### src/rtl/uart_pkg.sv
// Shared timing helpers and FSM encodings for the 8N1 UART transmitter and receiver.
package uart_pkg;

  localparam int FRAME_BITS = 10;

  // Clock cycles per serial symbol, rounded to the nearest integer.
  function automatic int symbolTime(input int clockFreq, input int baudRate);
    return (clockFreq + baudRate / 2) / baudRate;
  endfunction

  function automatic int sampleTime(input int clockFreq, input int baudRate);
    return symbolTime(clockFreq, baudRate) / 2;
  endfunction

  typedef enum logic {
    TX_IDLE,
    TX_SHIFT
  } txState_t;

  typedef enum logic {
    RX_IDLE,
    RX_RECV
  } rxState_t;

endpackage

### src/rtl/uart_rx.sv
// 8N1 deserializer: synchronizes sIn, samples each bit at mid-symbol and holds the byte until consumed.
module uart_rx
  import uart_pkg::*;
#(
  parameter int ClockFreq = 50_000_000,
  parameter int BaudRate  = 115_200
) (
  input  logic       clock,
  input  logic       reset,
  input  logic       sIn,
  output logic [7:0] dataOut,
  output logic       dataOutValid,
  input  logic       dataOutReady,
  output rxState_t   state
);

  localparam int SymbolEdgeTime = symbolTime(ClockFreq, BaudRate);
  localparam int SampleTime = sampleTime(ClockFreq, BaudRate);
  localparam int CntW = (SymbolEdgeTime > 1) ? $clog2(SymbolEdgeTime) : 1;
  localparam logic [CntW-1:0] SymLast = CntW'(SymbolEdgeTime - 1);
  localparam logic [CntW-1:0] SampleFirst = CntW'((SampleTime > 0) ? SampleTime - 1 : 0);
  localparam logic [3:0] StopIdx = 4'(FRAME_BITS - 1);

  logic [1:0] syncReg;
  logic       sInSync;
  logic [CntW-1:0] clkCnt;
  logic [3:0]      bitCnt;
  logic [7:0]      dataShift;

  assign sInSync = syncReg[1];

  always_ff @(posedge clock or negedge reset) begin
    if (!reset) syncReg <= 2'b11;
    else        syncReg <= {syncReg[0], sIn};
  end

  // Handshake: dataOut is taken on a rising edge with dataOutValid && dataOutReady.
  // The clear is written first so a byte completing in the same cycle keeps valid high.
  // clkCnt counts down to the next sampling point; zero means "sample now".
  always_ff @(posedge clock or negedge reset) begin
    if (!reset) begin
      state        <= RX_IDLE;
      clkCnt       <= '0;
      bitCnt       <= '0;
      dataShift    <= '0;
      dataOut      <= '0;
      dataOutValid <= 1'b0;
    end else begin
      if (dataOutReady) dataOutValid <= 1'b0;
      case (state)
        RX_IDLE: begin
          if (!sInSync) begin
            clkCnt <= SampleFirst;
            bitCnt <= '0;
            state  <= RX_RECV;
          end
        end
        RX_RECV: begin
          if (clkCnt == '0) begin
            clkCnt <= SymLast;
            bitCnt <= bitCnt + 4'd1;
            if (bitCnt == '0) begin
              if (sInSync) state <= RX_IDLE;
            end else if (bitCnt == StopIdx) begin
              // Leave at mid-stop so the next start edge is caught even with rate skew.
              state <= RX_IDLE;
              if (sInSync) begin
                dataOut      <= dataShift;
                dataOutValid <= 1'b1;
              end
            end else begin
              dataShift <= {sInSync, dataShift[7:1]};
            end
          end else begin
            clkCnt <= clkCnt - CntW'(1);
          end
        end
        default: state <= RX_IDLE;
      endcase
    end
  end

endmodule

### src/rtl/uart_tx.sv
// 8N1 serializer: accepts one byte per handshake and shifts a {stop, data, start} frame onto sOut.
module uart_tx
  import uart_pkg::*;
#(
  parameter int ClockFreq = 50_000_000,
  parameter int BaudRate  = 115_200
) (
  input  logic       clock,
  input  logic       reset,
  input  logic [7:0] dataIn,
  input  logic       dataInValid,
  output logic       dataInReady,
  output logic       sOut,
  output txState_t   state
);

  localparam int SymbolEdgeTime = symbolTime(ClockFreq, BaudRate);
  localparam int CntW = (SymbolEdgeTime > 1) ? $clog2(SymbolEdgeTime) : 1;
  localparam logic [CntW-1:0] SymLast = CntW'(SymbolEdgeTime - 1);
  localparam logic [FRAME_BITS-1:0] StopOnly = FRAME_BITS'(1);

  logic [FRAME_BITS-1:0] shiftReg;
  logic [CntW-1:0]       clkCnt;

  // Handshake: a byte moves when dataInValid && dataInReady on a rising edge;
  // dataInReady stays low from the next cycle until the stop bit has fully elapsed.
  // shiftReg[0] is always the bit currently on the line; zeros shift in behind,
  // so a value of 1 means the stop bit is the one being sent.
  always_ff @(posedge clock or negedge reset) begin
    if (!reset) begin
      state       <= TX_IDLE;
      shiftReg    <= '1;
      clkCnt      <= '0;
      sOut        <= 1'b1;
      dataInReady <= 1'b1;
    end else begin
      case (state)
        TX_IDLE: begin
          if (dataInValid && dataInReady) begin
            shiftReg    <= {1'b1, dataIn, 1'b0};
            sOut        <= 1'b0;
            clkCnt      <= '0;
            dataInReady <= 1'b0;
            state       <= TX_SHIFT;
          end
        end
        TX_SHIFT: begin
          if (clkCnt == SymLast) begin
            clkCnt <= '0;
            if (shiftReg == StopOnly) begin
              sOut        <= 1'b1;
              dataInReady <= 1'b1;
              state       <= TX_IDLE;
            end else begin
              shiftReg <= {1'b0, shiftReg[FRAME_BITS-1:1]};
              sOut     <= shiftReg[1];
            end
          end else begin
            clkCnt <= clkCnt + CntW'(1);
          end
        end
        default: state <= TX_IDLE;
      endcase
    end
  end

endmodule

### src/rtl/uart_transceiver.sv
// Full-duplex 8N1 UART: independent transmitter and receiver sharing only clock and reset.
module uart_transceiver
  import uart_pkg::*;
#(
  parameter int ClockFreq = 50_000_000,
  parameter int BaudRate  = 115_200
) (
  input  logic       Clock,
  input  logic       Reset,
  input  logic [7:0] DataIn,
  input  logic       DataInValid,
  output logic       DataInReady,
  output logic [7:0] DataOut,
  output logic       DataOutValid,
  input  logic       DataOutReady,
  input  logic       SIn,
  output logic       SOut,
  output txState_t   TxState,
  output rxState_t   RxState
);

  uart_tx #(
    .ClockFreq(ClockFreq),
    .BaudRate (BaudRate)
  ) txInst (
    .clock      (Clock),
    .reset      (Reset),
    .dataIn     (DataIn),
    .dataInValid(DataInValid),
    .dataInReady(DataInReady),
    .sOut       (SOut),
    .state      (TxState)
  );

  uart_rx #(
    .ClockFreq(ClockFreq),
    .BaudRate (BaudRate)
  ) rxInst (
    .clock       (Clock),
    .reset       (Reset),
    .sIn         (SIn),
    .dataOut     (DataOut),
    .dataOutValid(DataOutValid),
    .dataOutReady(DataOutReady),
    .state       (RxState)
  );

endmodule

### config.mk
export PLATFORM = sky130hd
export DESIGN_NAME = uart_transceiver
export DESIGN_NICKNAME = d
export VERILOG_FILES = /design/src/rtl/uart_pkg.sv /design/src/rtl/uart_rx.sv /design/src/rtl/uart_tx.sv /design/src/rtl/uart_transceiver.sv
export SDC_FILE = /design/constraint.sdc
export NUM_CORES = 1
export LEC_CHECK = 0
export ABC_AREA = 1
export CORE_AREA = 2 2 74 76
export DETAILED_ROUTE_END_ITERATION = 7
export DIE_AREA = 0 0 76 78
export PLACE_DENSITY = 0.77
export SLEW_MARGIN = 15
export SYNTH_ARGS = -nofsm -noshare
export SYNTH_HDL_FRONTEND = slang
export SYNTH_SLANG_ARGS = --single-unit
### constraint.sdc
create_clock -name Clock -period 2.4 [get_ports Clock]
set_clock_uncertainty 0.2 [all_clocks]
set_input_delay 0.48 -clock Clock [delete_from_list [all_inputs] [get_ports Clock]]
set_output_delay 0.48 -clock Clock [all_outputs]
set_load 0.03 [all_outputs]
==> metrics.yaml <==
timing.final.crit_period_ns: 2.30
gr-total-overflow: 0
busiest_layer: "met2"
dp_slack_ns: 0.396
setup_tns_ns: 0
grt_pass1_vias: 2231
syn-num-nets: 371
pwr-share-comb: 0.027
end_kind: "primary output"
syn_to_final_growth_pct: 16.2
drive_gt1_frac: 0.102
worst_r2r_endpoint: "rxInst.dataOut[5]"
worstSkewPairLatency_ns: 0.31
avgViaCountPerCell: 5.19
worst-path-stages: 1
wirelength_um: 5640
cellInternalPower_w: 0.00127
ir_worst_vdd_mv: 0.359
rsz0062_at_grt: "false"
dp_hpwl_um: 4010
yosys-top-cells-area: "dfrtp_1, nand2_1, dfstp_2"
synth_most_common_cell: "nand2_1"
synth-seq-cells: 55
use_met3: 0.0256
seqPwrFrac: 0.585
yosysWarnings: 0
nFillCells: 438
crit-reg2reg-launch: "rxInst.clkCnt[0]"
worst_slack_ns: 0.0993
antenna_found_initial: 0
h-tree-depth: 2
chipWidth_um: 76
groute.usage.overall: 0.201
synth.distinct_cells: 26
synthArstFlopShare: 1.00
syn_area_um2: 2790
path_max_fanout: 10
finalNonFillerCells: 452
post-place-cells: 443
die_h_um: 78
crit_chain: "clkdlybuf4s50_1"
tightestPinTransition_ns: 0.506
firstDrtPassIters: 4
maxSlewHeadroom: 0.662
power_frac_clock: 0.388
portBuffers: 25
slowest_stage: "clkdlybuf4s50_1"
synthCells: 352
required_ns: 1.72
cts_resized: 0
setup_viol: 0
period_share: 0.959
final_nets: 400
postLayoutCoreUtil: 0.644
ys.flop_type: "dfrtp_1"
start_util: 0.554
critPathKind: "register to primary output"
globalRouteMet1Util: 0.286
place.gp.congestion: 0.832
reg2regPathDepth: 8
cts_tree: "yes"
cap_viol_max_count: 0
clock_tree.buffer_depth: 2
arrival_ns: 1.62
drc: 0
slowest_delay_ns: 0.74
grt_max_degree: 33
synth_top_area_frac: 0.367
hold_violations: 0
synth_top_area_cell: "dfrtp_1"
hold_depth: 0
holdPathEnd: "rxInst.syncReg[1]"
vias: 2345
yosys-top-cells-count: "nand2_1, dfrtp_1, nand3_1, inv_1, nor2_1"
critPathTopFamily: "buffers and inverters"
std_cell_rows: 26
worstHoldStart: "rxInst.syncReg[0]"
switchingPower_w: 0.000325
swShare: 0.204
cts-root-buf: "clkbuf_8"
grt_pass1_wl_um: 9840
synth_edf_count: 0
diodes: 0
status: "completed"
power_density_nw_per_um2: 491
dr.first_iter.drc_count: 129
timing.fmax_mhz: 435
avgSynthCellArea_um2: 7.94
clkTransAtPathRegs_ns: 0.10
reg2reg_slack_ns: 0.52
hold_class: "register to register"
ios: 26
cts_made_buffers: 5
total_leakage_power_nw: 1.64
wl_per_cell_um: 12.5
path_buf_inv: 1
core-area_um2: 5040
clock-sinks: 55
die_area_um2: 5930
start_kind: "register"
ant_nets: 0
ys_seq_area_frac: 0.499
slew_violations: 0
grtUsageMet2: 0.322
## sequential cells by signal (all words and copies together), names as in the netlist
name and flops:
rxInst.dataOut 8, rxInst.clkCnt 9, rxInst.dataShift 8, rxInst.state 1
rxInst.bitCnt 4, rxInst.syncReg 2, rxInst.dataOutValid 1, txInst.state 1
txInst.clkCnt 9, txInst.dataInReady 1, txInst.sOut 1, txInst.shiftReg 10
## logic make-up after synthesis
group	count (synthesis)	synth area share
and+or+nand+nor	218	0.343
DFF	55	0.499
buffers and inverters	40	0.0609
AOI/OAI and AO/OA	27	0.0511
xor gates and xnor gates	6	0.0188
adders and majority gates	6	0.0269
## layout by cell type, fill, tap and decap left out, drive strengths merged, types with 2 or more instances in the layout
cell type	synthesis	routed
clkdlybuf4s50	0	24
a21oi	5	5
nand2	132	132
xnor2	2	2
nand4	13	13
nand3	41	41
dfrtp	41	41
o21ai	16	16
clkbuf	1	5
dfstp	14	14
nor2	30	30
xor2	4	4
ha	6	6
o22ai	6	6
inv	32	33
buf	7	5
## per-stage QoR
step / hold WS [ns] / cell area, um^2 / total power [W]
final: 0.161 / 3250 / 0.00159
after global routing: 0.170 / 3250 / 0.00166
after CTS: 0.163 / 3250 / 0.00161
after detailed placement: 0.137 / 3120 / 0.000992
after global placement: 0.140 / 3120 / 0.000992
after floorplan: -0.0156 / 2790 / 0.000950
## power groups by stage
stage	clock network, W	registers [W]	logic [W]
6_report	0.000618	0.000932	0.0000438
3_5_place_dp	0	0.000949	0.0000437
2_1_floorplan	0	0.000948	0.00000136
5_1_grt	0.000676	0.000932	0.0000491
3_3_place_gp	0	0.000949	0.0000433
4_1_cts	0.000633	0.000932	0.0000451
## per-layer routing
layer | up-vias | wire length, um
met4 | 0 | 76
met5 | - | 0
met1 | 1088 | 2660
met2 | 57 | 2650
li1 | 1192 | -
met3 | 8 | 256
## worst max-delay path by stage
stage | start | end | slack [ns]
4_1_cts | rxInst.state | RxState | 0.09
3_5_place_dp | DataInValid | txInst.dataInReady | 0.40
2_1_floorplan | rxInst.clkCnt[0] | rxInst.dataShift[0] | 0.75
5_1_grt | rxInst.state | RxState | 0.03
6_report | rxInst.state | RxState | 0.1
3_3_place_gp | DataInValid | txInst.clkCnt[0] | 0.43
## timing repair
item	CTS	global route
setup buffers	0	0
hold endpoints to repair	5	0
hold buffers	1	0
## layout make-up
type	count	area, um^2	share of cell area
clock inverters	3	47.5	0.0146
multi-input cells	257	1230	0.379
clock buffers	5	68.8	0.0212
well taps	70	87.6	0.0270
inverters	32	120	0.0370
flip-flops and latches	55	1390	0.429
repair buffers	30	298	0.0918
Power figures use the tool's default switching activity.
